File: src/rtl/fetch_sequencer_pkg.sv
// Shared types and constants for the fetch sequencer.
package fetch_sequencer_pkg;

   // Fetch-stage PC mux select codes (2'b11 is never driven)
   localparam logic [1:0] PCSEL_PLUS4  = 2'b00;
   localparam logic [1:0] PCSEL_BRANCH = 2'b01;
   localparam logic [1:0] PCSEL_JUMP   = 2'b10;

   // Sequencer states
   typedef enum logic [1:0] {
      ST_BOOT     = 2'b00,
      ST_RUN      = 2'b01,
      ST_WAIT_MEM = 2'b10,
      ST_ERROR    = 2'b11
   } state_t;

   // Jump wins over a same-cycle branch
   function automatic logic [1:0] redirect_code(input logic jump);
      return jump ? PCSEL_JUMP : PCSEL_BRANCH;
   endfunction

endpackage

File: src/rtl/fetch_sequencer_if.sv
// Handshake and redirect signals between decode/hazard logic, fetch stage
// and the fetch sequencer.
interface fetch_sequencer_if;

   logic        BranchTakenD;
   logic        JumpD;
   logic [31:0] PcBranchD;
   logic [31:0] PcJumpD;
   logic        StallD;
   logic        ImemReadyF;
   logic        ImemReqF;
   logic        PcEnF;
   logic [1:0]  PcScrF;
   logic [31:0] PcBranchF;
   logic [31:0] PcJumpF;
   logic        FlushD;
   logic        TimeoutErr;
   logic        Busy;

   // Sequencer view
   modport master (
      input  BranchTakenD, JumpD, PcBranchD, PcJumpD, StallD, ImemReadyF,
      output ImemReqF, PcEnF, PcScrF, PcBranchF, PcJumpF, FlushD,
      TimeoutErr, Busy
   );

   // Surrounding pipeline view
   modport slave (
      output BranchTakenD, JumpD, PcBranchD, PcJumpD, StallD, ImemReadyF,
      input  ImemReqF, PcEnF, PcScrF, PcBranchF, PcJumpF, FlushD,
      TimeoutErr, Busy
   );

endinterface

File: src/rtl/fetch_sequencer_redirect_latch.sv
// Holds a redirect that arrived while instruction memory was busy, and
// selects which targets are presented to the fetch-stage mux.
module redirect_latch
   import fetch_sequencer_pkg::*;
(
   input  logic        clk,
   input  logic        rst_n,
   input  logic        set,
   input  logic        clr,
   input  logic        bypass,
   input  logic [1:0]  set_code,
   input  logic [31:0] set_target,
   input  logic [31:0] branch_in,
   input  logic [31:0] jump_in,
   output logic        pending,
   output logic [1:0]  pend_code,
   output logic [31:0] branch_out,
   output logic [31:0] jump_out
);

   logic [31:0] pend_target;
   logic        use_stored;

   // Pending register: set (or overwrite) takes priority over clear
   always_ff @(posedge clk or negedge rst_n) begin
      if (!rst_n) begin
         pending     <= 1'b0;
         pend_code   <= PCSEL_PLUS4;
         pend_target <= '0;
      end else if (set) begin
         pending     <= 1'b1;
         pend_code   <= set_code;
         pend_target <= set_target;
      end else if (clr) begin
         pending     <= 1'b0;
         pend_code   <= PCSEL_PLUS4;
      end
   end

   // A live redirect this cycle always sees its own targets, even if an
   // older one is still pending
   always_comb begin
      use_stored = pending && !bypass;
      branch_out = use_stored ? pend_target : branch_in;
      jump_out   = use_stored ? pend_target : jump_in;
   end

endmodule

File: src/rtl/fetch_sequencer.sv
// Fetch-stage control: boot hold, PC select/enable, F/D flush, waiting on a
// multi-cycle instruction memory, and a sticky memory-timeout error.
module fetch_sequencer
   import fetch_sequencer_pkg::*;
#(
   parameter int unsigned BOOT_CYCLES = 4,
   parameter int unsigned TIMEOUT     = 255,
   parameter int unsigned CW          = 8
)(
   input  logic              CLK,
   input  logic              Reset,
   fetch_sequencer_if.master bus
);

   localparam logic [CW-1:0] BOOT_LAST    = CW'(BOOT_CYCLES - 1);
   localparam logic [CW-1:0] TIMEOUT_LAST = CW'(TIMEOUT - 1);

   state_t        state, state_next;
   // BOOT and WAIT_MEM never overlap, so one counter serves both
   logic [CW-1:0] cnt, cnt_next;
   logic          redirect;
   logic [1:0]    live_code;
   logic [31:0]   live_target;
   logic          pc_en;
   logic [1:0]    pc_scr;
   logic          flush;
   logic          latch_set;
   logic          latch_clr;
   logic          pending;
   logic [1:0]    pend_code;

   // State and counter registers
   always_ff @(posedge CLK or negedge Reset) begin
      if (!Reset) begin
         state <= ST_BOOT;
         cnt   <= '0;
      end else begin
         state <= state_next;
         cnt   <= cnt_next;
      end
   end

   // Decode the live redirect request; a stall masks it entirely
   always_comb begin
      redirect    = !bus.StallD && (bus.JumpD || bus.BranchTakenD);
      live_code   = redirect_code(bus.JumpD);
      live_target = bus.JumpD ? bus.PcJumpD : bus.PcBranchD;
   end

   // Next-state, counter and PC-control decisions
   always_comb begin
      state_next = state;
      cnt_next   = cnt;
      pc_en      = 1'b0;
      pc_scr     = PCSEL_PLUS4;
      flush      = 1'b0;
      latch_set  = 1'b0;
      latch_clr  = 1'b0;
      case (state)
         ST_BOOT: begin
            flush = 1'b1;
            if (cnt == BOOT_LAST) begin
               state_next = ST_RUN;
               cnt_next   = '0;
            end else begin
               cnt_next = cnt + CW'(1);
            end
         end
         ST_RUN: begin
            if (bus.StallD) begin
               // hold PC; decode keeps its redirect until the stall clears
            end else if (!bus.ImemReadyF) begin
               state_next = ST_WAIT_MEM;
               cnt_next   = '0;
               latch_set  = redirect;
               flush      = redirect;
            end else if (redirect) begin
               pc_en  = 1'b1;
               pc_scr = live_code;
               flush  = 1'b1;
            end else begin
               pc_en = 1'b1;
            end
         end
         ST_WAIT_MEM: begin
            if (!bus.ImemReadyF) begin
               flush = redirect;
               if (cnt == TIMEOUT_LAST) begin
                  state_next = ST_ERROR;
                  latch_clr  = 1'b1;
               end else begin
                  cnt_next  = cnt + CW'(1);
                  latch_set = redirect;
               end
            end else if (!bus.StallD) begin
               pc_en      = 1'b1;
               state_next = ST_RUN;
               latch_clr  = 1'b1;
               if (redirect) begin
                  pc_scr = live_code;
                  flush  = 1'b1;
               end else if (pending) begin
                  pc_scr = pend_code;
                  flush  = 1'b1;
               end
            end
            // ready while stalled: data not consumed, counter frozen
         end
         ST_ERROR: begin
            flush = 1'b1;
         end
      endcase
   end

   redirect_latch u_redirect_latch (
      .clk        (CLK),
      .rst_n      (Reset),
      .set        (latch_set),
      .clr        (latch_clr),
      .bypass     (redirect),
      .set_code   (live_code),
      .set_target (live_target),
      .branch_in  (bus.PcBranchD),
      .jump_in    (bus.PcJumpD),
      .pending    (pending),
      .pend_code  (pend_code),
      .branch_out (bus.PcBranchF),
      .jump_out   (bus.PcJumpF)
   );

   // Request depends on state only, never on ImemReadyF
   assign bus.ImemReqF   = (state == ST_RUN) || (state == ST_WAIT_MEM);
   assign bus.PcEnF      = pc_en;
   assign bus.PcScrF     = pc_scr;
   assign bus.FlushD     = flush;
   assign bus.TimeoutErr = (state == ST_ERROR);
   assign bus.Busy       = (state == ST_BOOT) || (state == ST_WAIT_MEM);

endmodule

File: src/flat_wrapper.sv
// flat-port wrapper written by rule: the top's interface ports become plain ports
module fetch_sequencer_flat import fetch_sequencer_pkg::*;
#(
   parameter int unsigned BOOT_CYCLES = 4,
   parameter int unsigned TIMEOUT     = 255,
   parameter int unsigned CW          = 8
)
  (CLK, Reset, bus_BranchTakenD, bus_JumpD, bus_PcBranchD, bus_PcJumpD, bus_StallD, bus_ImemReadyF, bus_ImemReqF, bus_PcEnF, bus_PcScrF, bus_PcBranchF, bus_PcJumpF, bus_FlushD, bus_TimeoutErr, bus_Busy);
  fetch_sequencer_if bus_i ();
  input  logic CLK;
  input  logic Reset;
  input wire logic [$bits(bus_i.BranchTakenD)-1:0] bus_BranchTakenD;
  input wire logic [$bits(bus_i.JumpD)-1:0] bus_JumpD;
  input wire logic [$bits(bus_i.PcBranchD)-1:0] bus_PcBranchD;
  input wire logic [$bits(bus_i.PcJumpD)-1:0] bus_PcJumpD;
  input wire logic [$bits(bus_i.StallD)-1:0] bus_StallD;
  input wire logic [$bits(bus_i.ImemReadyF)-1:0] bus_ImemReadyF;
  output wire logic [$bits(bus_i.ImemReqF)-1:0] bus_ImemReqF;
  output wire logic [$bits(bus_i.PcEnF)-1:0] bus_PcEnF;
  output wire logic [$bits(bus_i.PcScrF)-1:0] bus_PcScrF;
  output wire logic [$bits(bus_i.PcBranchF)-1:0] bus_PcBranchF;
  output wire logic [$bits(bus_i.PcJumpF)-1:0] bus_PcJumpF;
  output wire logic [$bits(bus_i.FlushD)-1:0] bus_FlushD;
  output wire logic [$bits(bus_i.TimeoutErr)-1:0] bus_TimeoutErr;
  output wire logic [$bits(bus_i.Busy)-1:0] bus_Busy;
  assign bus_i.BranchTakenD = bus_BranchTakenD;
  assign bus_i.JumpD = bus_JumpD;
  assign bus_i.PcBranchD = bus_PcBranchD;
  assign bus_i.PcJumpD = bus_PcJumpD;
  assign bus_i.StallD = bus_StallD;
  assign bus_i.ImemReadyF = bus_ImemReadyF;
  assign bus_ImemReqF = bus_i.ImemReqF;
  assign bus_PcEnF = bus_i.PcEnF;
  assign bus_PcScrF = bus_i.PcScrF;
  assign bus_PcBranchF = bus_i.PcBranchF;
  assign bus_PcJumpF = bus_i.PcJumpF;
  assign bus_FlushD = bus_i.FlushD;
  assign bus_TimeoutErr = bus_i.TimeoutErr;
  assign bus_Busy = bus_i.Busy;
  fetch_sequencer #(.BOOT_CYCLES(BOOT_CYCLES), .TIMEOUT(TIMEOUT), .CW(CW)) u_core (.CLK(CLK), .Reset(Reset), .bus(bus_i));
endmodule
File: config.mk
export PLATFORM = sky130hd
export DESIGN_NAME = fetch_sequencer_flat
export DESIGN_NICKNAME = d
export VERILOG_FILES = /design/src/rtl/fetch_sequencer_pkg.sv /design/src/rtl/fetch_sequencer_if.sv /design/src/rtl/fetch_sequencer_redirect_latch.sv /design/src/rtl/fetch_sequencer.sv /design/src/flat_wrapper.sv
export SDC_FILE = /design/constraint.sdc
export NUM_CORES = 1
export LEC_CHECK = 0
export ABC_AREA = 1
export BUFFER_PORTS_ARGS = -buffer_cell sky130_fd_sc_hd__buf_2
export CAP_MARGIN = 20
export CORE_MARGIN = 2
export CORE_UTILIZATION = 53
export DETAILED_ROUTE_END_ITERATION = 12
export HOLD_SLACK_MARGIN = 0.1
export PLACE_DENSITY = 0.95
export SLEW_MARGIN = 5
export SYNTH_ARGS = -nofsm -noshare
export SYNTH_HDL_FRONTEND = slang
export SYNTH_SLANG_ARGS = --single-unit
File: constraint.sdc
create_clock -name CLK -period 2.38 [get_ports CLK]
set_input_delay 0.238 -clock CLK [delete_from_list [all_inputs] [get_ports CLK]]
set_output_delay 0.238 -clock CLK [all_outputs]
set_load 0.05 [all_outputs]
# Word-level counts from Yosys, hierarchy flattened
# Index checks and enable logic that the tools add are counted.
# word_totals
ff_bits	45
input_bits	70
word_cells	81
# op_classes
add_sub_neg	1
n_eq_ne	12
muxes	50
reduce_logical	13
# ops
op	count
two-way mux 32 bit	3
two-way mux 8 bit	5
two-way mux 2 bit	16
case mux 8 bit (3 select lines)	1
two-way mux 1 bit	20
adder 8 x 1 -> 8 bit, second input constant	1
== test 8 x 2 -> 1 bit, second input constant	1
== test 8 bit, second input constant	1
!= test 2 bit, second input constant	4
case mux 2 bit (3 select lines)	1
AND reduction 6 bit	1
AND reduction 5 bit	1
== test 2 bit, second input constant	2
case mux 1 bit (2 select lines)	2
case mux 2 bit (2 select lines)	1
logical OR 1 bit	3
!= test 3 x 2 -> 1 bit, second input constant	1
!= test 3 bit, second input constant	1
case mux 1 bit (3 select lines)	1
nonzero test 3 bit	1
== test 2 x 1 -> 1 bit, second input constant	1
logical AND 1 bit	2
zero test 1 bit	2
zero test 2 bit	1
3 further kinds	3

# Logic depth before layout (Yosys ltp)
# Gate-level depths: netlist of the first run.
# depth
word_depth	6
ltp_mapped	12

# Modules after synthesis
# From an unflattened synthesis of the first run, not the netlist that was laid out.
# unflattened
cells_unflattened	578
area_unflattened_um2	3452.1
# by_module_without_submodules
module	instances	cells_per_inst	area_each_um2
redirect_latch	1	323	2103.3
fetch_sequencer	1	255	1348.8

# Worst setup path before layout of the first run
# OpenSTA, ideal clock, no wires.
# synth_path
path_kind	register to output
startpoint	register u_core.state[0]
endpoint	output bus_PcScrF[0]
arrival_ns	2.633
required_ns	2.142
setup_slack_ns	-0.491
path_stages_with_launch	8
cell_sequence	dfrtp_1 > inv_1 > ha_1 > inv_1 > clkbuf_1 > nor2_1 > nand2_1 > nand2_1
# synth_between
elab_chain_len	2
# synth_lines
element	line	source
start, declared	fetch_sequencer.sv:18	state_t state, state_next;
start signal, assigned	fetch_sequencer.sv:38	state <= state_next;
== test 2 bit or == test 2 x 1 -> 1 bit (tied branches)	fetch_sequencer.sv:59	case (state)
case mux 2 bit (2 select lines) (*)	fetch_sequencer.sv:59	
end, declared	flat_wrapper.sv:20	output wire logic [$bits(bus_i.PcScrF)-1:0] bus_PcScrF;
# Every way passes the cells marked *; elsewhere a longest branch is shown, timed or not.

# Worst setup path after layout of the first run
# Ends and elaborated chain as after synthesis.

==> summary.md, run 1 <==
| Metric | Value |
|---|---|
| Status | completed |
| Tcrit/Tclk final | 94.0% |
| Antenna violations before repair | 0 |
| #FFs+latches synth | 45 |
| Worst slew margin | 60.4% |
| Fin nets | slightly below 700 |
| Routed Antenna Nets | 0 |
| Starting Density | 54.1% |
| Critical Path End Type | primary output |
| CTS tree | yes |
| Crit path largest cell delay | ~0.46 ns |
| Pin count of the biggest net entering global routing | 56 |
| Internal power | ~2.3 mW |
| Seq/Total Area, Yosys | 33.2% |
| Clk sinks | 45 |
| Die Ht | approximately 84 µm |
| Final wirelength | about 8800 µm |
| R2r endpoint | u_core.u_redirect_latch.pend_target[25] |
| Clock share of power | 8.6% |
| Area occupied by multi-input gates | just over 2000 µm² |
| Fin crit period | approximately 2.2 ns |
| Crit path from | u_core.state[0] |
| Io pins | 141 |
| Placed Area | between 4000 and 5000 µm² |
| TritonCTS buffer count | 5 |
| Rows | 29 |
| Detailed Route Iter0 Violations | approximately 190 |
| Yosys warns | 0 |
| Critical R2R Launch | u_core.state[0] |
| Cell Area, Synth | 3390 µm² |
| Total track usage | approximately 25% |
| FF-to-FF setup slack | about 0.17 ns |
| Die Width | between 80 and 90 µm |
| Routed vias | 3,619 |
| Drt wl/cell | 12.8 µm |
| Critical path's slowest cell | ha_1 |
| Crit Path Max Fanout | 7 |
| Vias per Instance | between 5 and 6 |
| Clock buffer depth | 2 |
| Final Util | about two thirds |
| R2R depth | 8 |
| Core Area | 6280 µm² |
| Combinational power share | 69.0% |
| Fmax | around 0.45 GHz |
| GPL Wtd Cong | approximately 0.8 |
| Post-Syn Nets | ~550 |
| Antenna Cells | 0 |
| Switching share of power | between 50% and 60% |
| Global-route wire length before repair | roughly 15,000 µm |
| DIE AREA | a little over 7000 µm² |
| Setup-failing EPs final | 0 |
| Worst EP arrival | 2.00 ns |
| Crit path to | bus_PcScrF[0] |
| Number of global-route vias before repair | roughly 3,400 |
| Fill cells | 541 |
| Power, Total | between 5 and 6 mW |
| CP required | 2.14 ns |
| Share of cells above drive strength 1 | between 30% and 40% |
| Hold crit path type | primary input to flop |
| Port bufs | 140 |
| Share of power burned in registers | about 22% |
| Dpl hpwl | roughly 6600 µm |
| CP Launch Type | flop |
| Synth cell types | 27 |
| # DRC | 0 |
| Pre-antenna DRT Iters | 4 |
| LEAKAGE | between 2 and 2.5 nW |
| Crit path cell chain | inv_1, ha_1, clkinvlp_4, nor2_4, nand2_1, nand2_1, buf_2 |
| CTS Root Cell | clkbuf_8 |
| Layout area overhead | 26.0% |
| Switch Pwr | 3.40 mW |
| Most used cell, CP | nand2_1 |
| Slew Limit Fails | 0 |
| RSZ-0062 raised after global routing | false |
| Worst clock skew | around 0.011 ns |
| Pwr Density | between 1000 and 1500 nW/µm² |
| Clk slew on worst S/H paths | around 0.09 ns |
| Clk_lat worst skew | approximately 0.3 ns |
| Design Area, Final | 4270 µm² |
| Final Hold Viols | 0 |
| Least-Margin Pin Slew | about 0.6 ns |
| H-tree depth | 2 |
| Crit Path Class | flop to primary output |
| Worst VDD drop | between 0.0007 and 0.0008 V |
| Max-cap viol count | 0 |
| Mapped Avg Cell Area | between 7 and 8 µm² |
| Reg area | approximately 1100 µm² |
| Grt ovf | 0 |
| Mapped Cells | roughly 480 |
==> placed cells by master, fill, tap and decap left out, types with 7 or more instances in the layout <==
cell / instances
nand2_1: 169
buf_2: 139
o21ai_0: 79
dfrtp_1: 45
mux2i_1: 32
o21ai_2: 26
inv_1: 22
nand3_1: 16
nor2_1: 15
buf_4: 12
nand2_2: 10
ha_1: 7
==> cell families after synthesis <==
family | share of synthesized area, %
muxes | 9.44
AOI/OAI and AO/OA | 20.4
DFF | 33.2
adders and majority gates | 2.58
buffers and inverters | 7.60
xor gates and xnor gates | 0.258
and+or+nand+nor | 26.6
==> sequential cells by signal, summed over array words and instances (netlist names) <==
signal and flops:
u_core.cnt 8, u_core.state 2, u_core.u_redirect_latch.pend_code 2, u_core.u_redirect_latch.pend_target 32
u_core.u_redirect_latch.pending 1
==> synthesized netlist by cell type <==
cell type | instances | area share [%]
buf_6 | 4 | 1.3
inv_1 | 23 | 2.5
nand3_1 | 16 | 2.4
clkbuf_4 | 1 | 0.22
nand2_1 | 169 | 19
buf_4 | 2 | 0.44
nor2_1 | 17 | 1.9
o211ai_1 | 5 | 1.1
a21oi_1 | 1 | 0.15
nor3_1 | 1 | 0.15
xor2_1 | 1 | 0.26
or2_2 | 1 | 0.18
clkbuf_1 | 16 | 1.8
buf_2 | 8 | 1.2
o21bai_1 | 1 | 0.22
ha_1 | 7 | 2.6
o21ai_2 | 26 | 6.7
nand2_2 | 10 | 1.8
buf_1 | 1 | 0.11
mux2i_1 | 32 | 9.4
o21ai_1 | 1 | 0.15
nand3b_1 | 1 | 0.22
o21ai_0 | 80 | 12
a22oi_1 | 1 | 0.22
nor2_4 | 1 | 0.33
nand4_1 | 5 | 0.92
dfrtp_1 | 45 | 33
==> per-stage QoR <==
stage	hold WS [ns]	TNS [ns]	instances	setup WS [ns]
finish	0.248	0	684	0.144
global route	0.246	0	684	0.0104
CTS	0.128	0	679	0.117
detailed placement	0.453	0	671	0.272
global placement	0.443	0	671	0.408
floorplan	-0.0576	-0.134	476	-0.0973
==> area by class of cell <==
type,count,area share (%)
Clock buffer,5,1.61
Clock inverter,3,0.585
Inverter,23,2.11
Multi-Input combinational cell,376,47.4
Sequential cell,45,26.3
Tap cell,77,2.25
Timing Repair Buffer,155,19.7
==> power by group through the flow <==
stage / Clock, mW / Combinational (mW) / Sequential [mW]
3_5_place_dp: 0 / 3.84 / 1.28
6_report: 0.489 / 3.92 / 1.27
5_1_grt: 0.542 / 4.22 / 1.31
4_1_cts: 0.502 / 3.85 / 1.27
3_3_place_gp: 0 / 3.74 / 1.26
2_1_floorplan: 0 / 3.08 / 1.22
==> how the worst min path moves through the flow <==
stage                                               to  cells after the start              start
4_1_cts                u_core.u_redirect_latch.pending                      1              Reset
6_report       u_core.u_redirect_latch.pend_target[16]                      3  bus_PcBranchD[16]
3_5_place_dp                           u_core.state[0]                      1              Reset
3_3_place_gp                           u_core.state[0]                      1              Reset
5_1_grt        u_core.u_redirect_latch.pend_target[17]                      3  bus_PcBranchD[17]
2_1_floorplan                            u_core.cnt[0]                      0              Reset
==> what timing repair did <==
action	in CTS	in global routing
endpoints found under the hold margin	0	15
setup buffers	0	3
hold buffers	0	1
gates resized for setup	0	2
setup endpoints to repair	0	2
==> critical path: cells and delay by family (launching register included) <==
family                     cells  cell delay [ns]
adders and majority gates      1             0.46
buffers and inverters          3             0.56
DFF                            1             0.43
and+or+nand+nor                3             0.25
==> layer usage <==
metal / wire length (µm) / global-route usage [%]
met1: 3730 / 30.5
met2: 4530 / 45.5
met3: 409 / 2.57
met4: 110 / 6.74
met5: 0 / 0
No activity file was read; power rests on OpenSTA's default activity.
==> run 2: changes to the inputs <==
--- a/config.mk
+++ b/config.mk
@@ -10,6 +10,7 @@
 export CAP_MARGIN = 20
 export CORE_MARGIN = 2
 export CORE_UTILIZATION = 53
+export CTS_BUF_LIST = sky130_fd_sc_hd__clkbuf_16
 export DETAILED_ROUTE_END_ITERATION = 12
 export HOLD_SLACK_MARGIN = 0.1
 export PLACE_DENSITY = 0.95
==> run 2 against run 1 <==
  * Clock power grew 41%
  * Largest cell class unchanged
  * Maximum frequency shrank 0.82%
  * Largest power group unchanged
  * Die area unchanged
  * Via count up 1.6%
  * Power increased by 2.3%
  * Non-clock buffer count fell by 3
  * Cell count shrank 0.44%
  * Combinational power down 2%
==> summary.md, run 2 (synthesized netlist as in run 1, its figures left out) <==
| Metric | Value |
|---|---|
| Worst clock skew | 0.00805 ns (-0.00317 ns) |
| Clock share of power | 11.9% (+3.3 points) |
| Final Hold Viols | 0 (unchanged) |
| Worst VDD drop | 0.000753 V (+0.98%) |
| Fin nets | 680 (-0.44%) |
| Largest register FFs | 32 (unchanged) |
| Status | completed |
| Port bufs | 140 (unchanged) |
| Commonest non-fill, non-tap cell in the layout | nand2_1 |
| Crit Path Class | flop to primary output |
| Detailed Route Iter0 Violations | 177 (-6.3%) |
| Max-cap viol count | 0 (unchanged) |
| Routed Antenna Nets | 0 (unchanged) |
| Crit Path Max Fanout | 12 (+5) |
| Starting Density | 54.1% (unchanged) |
| Dpl hpwl | 6560 µm (unchanged) |
| Grt ovf | 0 (unchanged) |
| Top reg by flops | u_core.u_redirect_latch.pend_target |
| Vias per Instance | 5.40 (+2.0%) |
| Combinational power share | 66.1% (-2.9 points) |
| Rows | 29 (unchanged) |
| Antenna violations before repair | 0 (unchanged) |
| Die Width | 84.0 µm (unchanged) |
| Drt wl/cell | 13.1 µm (+2.4%) |
| Io pins | 141 (unchanged) |
| Critical R2R Launch | u_core.state[0] |
| Setup-failing EPs final | 0 (unchanged) |
| Crit path from | u_core.state[0] |
| GPL Wtd Cong | 0.811 (unchanged) |
| Crit path to | bus_PcScrF[0] |
| Total track usage | 25.2% (+0.52 points) |
| Pwr Density | 1350 nW/µm² (+1.6%) |
| Pre-antenna DRT Iters | 4 (unchanged) |
| Fin crit period | 2.25 ns (+0.0186 ns) |
| Slew Limit Fails | 0 (unchanged) |
| FF-to-FF setup slack | 0.26 ns (+0.09 ns) |
| LEAKAGE | 2.44 nW (+0.65%) |
| Critical path's slowest cell | ha_1 |
| R2R depth | 7 (-1) |
| H-tree depth | 2 (unchanged) |
| Fmax | 0.443 GHz (-0.82%) |
| Clk slew on worst S/H paths | 0.07 ns (-0.02 ns) |
| CTS tree | yes |
| Routed vias | 3,676 (+1.6%) |
| Hold-fix buffer count after cts | 0 (unchanged) |
| CP Launch Type | flop |
| Clk sinks | 45 (unchanged) |
| Worst slew margin | 60.0% (-0.40 points) |
| Core Area | 6280 µm² (unchanged) |
| # DRC | 0 (unchanged) |
| Die Ht | 84.0 µm (unchanged) |
| Worst EP arrival | 2.02 ns (+0.02 ns) |
| Hold crit path type | primary input to flop |
| CTS Root Cell | clkbuf_16 |
| RSZ-0062 raised after global routing | false |
| Final Util | 68.5% (+0.44 points) |
| Crit path cell chain | inv_1, ha_1, inv_1, nor2_4, nand2_1, nand2_1, buf_2 |
| Critical path depth in cells | 7 (unchanged) |
| Antenna Cells | 0 (unchanged) |
| Crit path max-delay family | buffers and inverters |
| Global-route wire length before repair | 14,800 µm (+1.4%) |
| Crit path largest cell delay | 0.42 ns (-0.04 ns) |
| Most frequent cells in the layout | nand2_1 (169), buf_2 (140), o21ai_0 (79), dfrtp_1 (45), mux2i_1 (32) |
| Internal power | 2.40 mW (+5.4%) |
| TritonCTS buffer count | 5 (unchanged) |
| Switching share of power | 58.7% (-1.2 points) |
| Power, Total | 5.81 mW (+2.3%) |
| Pin count of the biggest net entering global routing | 56 (unchanged) |
| Clk_lat worst skew | 0.28 ns (-0.02 ns) |
| WP buf/inv | 3 (unchanged) |
| Number of global-route vias before repair | 3,446 (+1.2%) |
| Final wirelength | 8950 µm (+1.9%) |
| CP required | 2.14 ns (about the same) |
| Switch Pwr | 3.41 mW (+0.16%) |
| Share of cells above drive strength 1 | 33.1% (-0.50 points) |
| Layout area overhead | 26.8% |
| Regs by FF count | u_core.u_redirect_latch.pend_target (32), u_core.cnt (8) |
| Clock buffer depth | 2 (unchanged) |
| Post_cts resized | 0 (unchanged) |
| Share of power burned in registers | 22.0% (-0.4 points) |
| Post-CTS Setup Inserts | 0 (unchanged) |
| DIE AREA | 7060 µm² (unchanged) |
| R2r endpoint | u_core.u_redirect_latch.pend_target[25] |
| Least-Margin Pin Slew | 0.600 ns (+0.00602 ns) |
| Critical Path End Type | primary output |
| Tcrit/Tclk final | 94.7% (+0.78 points) |
==> run 2: worst min-delay path by stage <==
stage	startpoint	cells past startpoint	slack, ns	to
final	bus_PcBranchD[16]	3	0.26	u_core.u_redirect_latch.pend_target[16]
after global routing	bus_PcBranchD[13]	3	0.28	u_core.u_redirect_latch.pend_target[13]
after CTS	Reset	1	0.15	u_core.state[0]
after detailed placement	Reset	1	0.45	u_core.state[0]
after global placement	Reset	1	0.44	u_core.state[0]
after floorplan	Reset	0	-0.06	u_core.cnt[0]
==> run 2: power by group through the flow <==
stage / Combinational (mW) / Sequential, mW / Clock, mW
2_1_floorplan: 3.08 / 1.22 / 0
3_3_place_gp: 3.74 / 1.26 / 0
3_5_place_dp: 3.84 / 1.28 / 0
4_1_cts: 3.85 / 1.27 / 0.707
5_1_grt: 4.14 / 1.32 / 0.749
6_report: 3.84 / 1.28 / 0.690
==> run 2: area by class of cell <==
type | instances | area [µm²]
multi-input combinational | 376 | 2020
fill | 533 | 1980
sequential | 45 | 1130
timing repair buffer | 152 | 818
clock buffer | 5 | 125
tap | 77 | 96.3
inverter | 23 | 86.3
clock inverter | 3 | 25.0
==> run 2: per-layer routing <==
metal,global-route usage (%),share of wire [%]
met5,0,0
met3,2.67,5.4
met2,46.5,52
met4,7.62,1.5
met1,30.7,41
==> run 2: worst min-delay path, stage by stage <==
cell and delay (ns):
buf_2 0.08, mux2i_1 0.07, o21ai_2 0.12
==> run 2: metrics by stage <==
step	area [µm²]	TNS (ns)	hold slack (ns)	setup WS, ns	instances
final	4300	0	0.260	0.125	681
after global routing	4300	0	0.276	0.00819	681
after CTS	4270	0	0.153	0.142	679
after detailed placement	4120	0	0.453	0.272	671
after global placement	4120	0	0.443	0.408	671
after floorplan	3410	-0.134	-0.0576	-0.0973	476
